File: config.mk
export PLATFORM = sky130hd
export DESIGN_NAME = demux1x4_deser
export DESIGN_NICKNAME = d
export VERILOG_FILES = /design/src/rtl/demux1x4_deser.sv
export SDC_FILE = /design/constraint.sdc
export NUM_CORES = 1
export LEC_CHECK = 0
export CORE_AREA = 2 2 50 52
export CTS_BUF_LIST = sky130_fd_sc_hd__clkbuf_8
export DETAILED_ROUTE_END_ITERATION = 10
export DIE_AREA = 0 0 52 54
export DONT_BUFFER_PORTS = 1
export SKIP_CTS_REPAIR_TIMING = 1
export SLEW_MARGIN = 20
export SYNTH_ARGS = -nofsm -noshare
export SYNTH_HDL_FRONTEND = slang
export SYNTH_SLANG_ARGS = --single-unit
export TNS_END_PERCENT = 100
File: constraint.sdc
create_clock -name clk -period 1.9 [get_ports clk]
set_input_delay 0.19 -clock clk [delete_from_list [all_inputs] [get_ports clk]]
set_output_delay 0.19 -clock clk [all_outputs]
set_load 0.02 [all_outputs]
File: src/rtl/demux1x4_deser.sv
// Registered 1-to-WIDTH demultiplexer/deserializer: serial bits are steered into
// lanes by address or internal counter, and each completed word is emitted with a valid pulse.
module demux1x4_deser #(
    parameter  int WIDTH = 4,
    localparam int SELW  = $clog2(WIDTH)
) (
    input  logic             clk,
    input  logic             rst,
    input  logic             din,
    input  logic             din_valid,
    input  logic             addr_mode,
    input  logic [SELW-1:0]  sel_in,
    output logic [WIDTH-1:0] data_out,
    output logic             data_valid,
    output logic [SELW-1:0]  lane_cnt,
    output logic             overwrite
);

    logic [WIDTH-1:0] wrk, msk;
    logic [SELW-1:0]  cnt;
    logic             mode_q;

    logic [WIDTH-1:0] wrk_base, msk_base, wrk_nxt, msk_nxt;
    logic [SELW-1:0]  cnt_base, cnt_nxt, lane;
    logic             complete, hit;

    // A mode change aborts the partial word; a bit accepted on that edge starts a fresh word.
    always_comb begin
        // NOTE: every signal gets a default first so no path through this block can infer a latch.
        wrk_base = wrk;
        msk_base = msk;
        cnt_base = cnt;
        if (addr_mode != mode_q) begin
            wrk_base = '0;
            msk_base = '0;
            cnt_base = '0;
        end

        lane     = addr_mode ? sel_in : cnt_base;
        wrk_nxt  = wrk_base;
        msk_nxt  = msk_base;
        cnt_nxt  = cnt_base;
        hit      = 1'b0;
        complete = 1'b0;

        if (din_valid) begin
            wrk_nxt[lane] = din;
            msk_nxt[lane] = 1'b1;
            hit           = addr_mode && msk_base[lane];
            complete      = &msk_nxt;
            if (!addr_mode)
                cnt_nxt = cnt_base + SELW'(1);
        end
    end

    // NOTE: sequential state uses non-blocking assignments so every register samples pre-edge values.
    always_ff @(posedge clk or posedge rst) begin
        if (rst) begin
            data_out   <= '0;
            data_valid <= 1'b0;
            overwrite  <= 1'b0;
            wrk        <= '0;
            msk        <= '0;
            cnt        <= '0;
            mode_q     <= 1'b0;
        end else begin
            mode_q     <= addr_mode;
            data_valid <= complete;
            overwrite  <= hit;
            if (complete) begin
                data_out <= wrk_nxt;
                wrk      <= '0;
                msk      <= '0;
                cnt      <= '0;
            end else begin
                wrk <= wrk_nxt;
                msk <= msk_nxt;
                cnt <= cnt_nxt;
            end
        end
    end

    assign lane_cnt = cnt;

endmodule

==> summary.txt <==
Power and ir drop
  – Clock Power Share: between 30% and 40%
  – Int Pwr: around 0.00062 W
  – Power density over cell area: approximately 760 nW/um^2
  – Combinational Power Share: between 10% and 20%
  – Net Sw Frac: between 20% and 30%
  – Part of the power in registers: 51.4%
  – Leakage power: between 0.5 and 0.6 nW
  – VDD IR max: 0.5053 mV
  – Psw: 0.0002420 W

Clock tree
  – Skew-Pair Late Insertion Delay: between 0.2 and 0.3 ns
  – Clk root buf: clkbuf_8
  – Clock Sinks: 17
  – CTS tree: built
  – Clock transition at path regs: roughly 0.060 ns
  – H-tree depth: 1
  – Clock buffer count from CTS: 3
  – Max clock buf depth: 2

Floorplan
  – Starting utilization of the core area: around two fifths
  – Die W: 52 um
  – Die Y: ~54 um
  – Top-level port count: 15
  – Die Footprint: 2808 sq um
  – Row count: 18
  – Core area: 2320 sq um

Synthesis
  – Post-synth top area cell: dfrtp_1
  – Share of the synthesized area in the top cell type: ~44%
  – Ranking of synthesized cells by area: dfrtp_1 44%, nand2_1 4.3%, mux2i_1 4.2%
  – Syn Std Cell Area: around 960 sq um
  – Post-synth top flop: dfrtp_1
  – Sequential area share after synthesis: 44.21%
  – Most frequent cell after synthesis: dfrtp_1
  – Syn avg cell area: around 9.8 sq um
  – Post-synth EDFFs: 0
  – Synth Register Bits: 17
  – Yosys cell types: 39
  – Yosys warning count: 0
  – Post-synthesis async set-or-reset flop share: 100.0%
  – Mapped Cells: slightly below 100
  – Most frequent cells after synthesis: 17 x dfrtp_1, 11 x nand2_1, 7 x inv_1, 7 x nor2_1, 6 x a21oi_1
  – Synth Net Count: 105

Global route
  – Vias in the first global route: between 700 and 800
  – Largest net degree at the start of global routing: 24
  – Antenna violations before repair: 0
  – Tot GR Track Use: 17.00%
  – Total gr overflow: 0
  – First-pass GRT wire length: approximately 3.5 mm

STA
  – Minimum clock period: between 1.5 and 2 ns
  – Hold Fails Final Rpt: 0
  – Final period utilization: roughly 93%
  – Max_slew headroom: approximately 57%
  – Worst slew pin tran: around 0.64 ns
  – Setup_tns: 0 ns
  – Pins over their slew limit: 0
  – Fmax: 563.6 MHz
  – Final Setup Violations: 0
  – Clock skew: 0.001816 ns
  – Unrepaired setup endpoints after global routing: false

Critical path
  – CP Launch Point: lane_cnt[1]
  – Critical path's slowest cell: dfrtp_1
  – CP Max Fanout: 5
  – CP startpoint kind: register
  – Crit path DAT: roughly 1.9 ns
  – CP endpoint kind: register
  – Reg2reg start: lane_cnt[1]
  – Worst Path Required: between 2 and 2.5 ns
  – WS Path Type: register to register
  – Crit path cell chain: nor3b_1 > a2111oi_4 > a21oi_2 > nor3_4 > mux2_1
  – CP peak stage delay: between 0.4 and 0.5 ns

Detailed routing
  – Drt drc: 0
  – 1st-iter DRT viols: 15
  – Detailed Routing Iterations Pass 1: 4
  – Wirelength per Cell: around 14 um
  – Post-Route WL: 1.969 mm
  – Via density: around 5.4
  – Via count: roughly 740
  – Post-detailed-route count of antenna-violating nets: 0

Final layout
  – Fraction of layout cells with a size suffix above 1: about a fifth
  – Final Net Count: about 120
  – Syn-to-layout area delta: 16.65%
  – Ant. Diodes: 0
  – Design area: 1122 sq um

Place
  – GPL Wtd Cong: around 0.76
  – Detailed placement HPWL: 1.463 mm
  – Buffers on Ports: 0
  – Placed instance area: 1040 sq um

Min path
  – Worst hold start: din_valid
  – Hold crit path type: primary input to register

Run
  – Max-Cap Viols: 0

Run status
  – Status: finished clean
[critical path: cells and delay by family, from the launching register on]
kind / cells / cell delay, ns
muxes: 1 / 0.35
DFF: 1 / 0.42
and+or+nand+nor: 2 / 0.37
AOI/OAI and AO/OA: 2 / 0.51
[flip-flops by register name, indices dropped and copies added, names as in the netlist]
signal,cells
data_out,4
data_valid,1
lane_cnt,2
mode_q,1
msk,4
overwrite,1
wrk,4
[logic make-up (layout without fill, tap and decap cells)]
logic type / Yosys count / after routing / share of synthesized area [%]
XOR/XNOR: 2 / 2 / 1.821
flip-flops: 17 / 17 / 44.21
AO/OA/AOI/OAI: 27 / 27 / 21.98
AND/OR/NAND/NOR: 33 / 33 / 19.12
buffers and inverters: 13 / 23 / 6.372
multiplexers: 6 / 6 / 6.502
[cells in the final DEF, fill, tap and decap left out, drive strengths merged]
cell and count:
dfrtp 17, nand2 11, buf 10, inv 8, nor2 7, a21oi 7
mux2i 4, nor3 4, nor3b 3, o21ai 3, a31oi 3, clkbuf 3
nand2b 3, and2 2, o31ai 2, a211oi 2, dlygate4sd3 2, mux2 2
a2111oi 1, nor4b 1, and3b 1, o31a 1, o32ai 1, o2bb2ai 1
xnor2 1, o211ai 1, a221oi 1, a21o 1, a32oi 1, o22ai 1
nor2b 1, xor2 1, a221o 1
[cell type report]
class / instances / area (sq um)
fill: 224 / 1197
multi-input combinational: 68 / 489.2
sequential: 17 / 425.4
timing repair buffer: 12 / 98.84
clock buffer: 3 / 41.29
tap: 30 / 37.54
inverter: 7 / 26.28
clock inverter: 1 / 3.754
[worst paths after layout]
check,to,slack (ns),cells past startpoint
worst max-delay path,data_out[0],0.13,5
worst min-delay path,overwrite,0.06,2
worst max register to register,data_out[0],0.13,5
worst min register to register,wrk[2],0.54,2
max in group asynchronous,msk[0],1.02,2
min in group asynchronous,data_out[0],0.47,2
[through the flow]
stage                     worst slack, ns  hold slack (ns)  instances  power [W]  util [%]
final                              0.1255          0.06250        138  0.0008577     48.38
after detailed placement           0.1403           0.2086        132  0.0006014     44.82
after CTS                          0.1263         -0.07001        136  0.0008681     46.76
after global routing              0.02418          0.07049        138  0.0009096     48.38
after floorplan                   0.02231           0.1161         98  0.0005627         -
after global placement             0.1689           0.2040        132  0.0005995     44.82
[per-layer routing]
metal / GRT usage, % / vias to the layer above / part of all wire (%)
met2: 26.37 / 24 / 44
met4: 7.895 / 0 / 1.6
li1: - / 367 / -
met3: 5.278 / 5 / 6.7
met5: 0 / - / 0
met1: 21.63 / 343 / 48
[power groups by stage]
stage / combinational [W] / clock [W] / sequential, W
floorplan: 0.000116 / 0 / 0.000447
global placement: 0.000154 / 0 / 0.000446
detailed placement: 0.000156 / 0 / 0.000446
CTS: 0.000156 / 0.000273 / 0.000440
global route: 0.000181 / 0.000282 / 0.000447
finish: 0.000160 / 0.000257 / 0.000441
No activity file was read; power rests on OpenSTA's default activity.
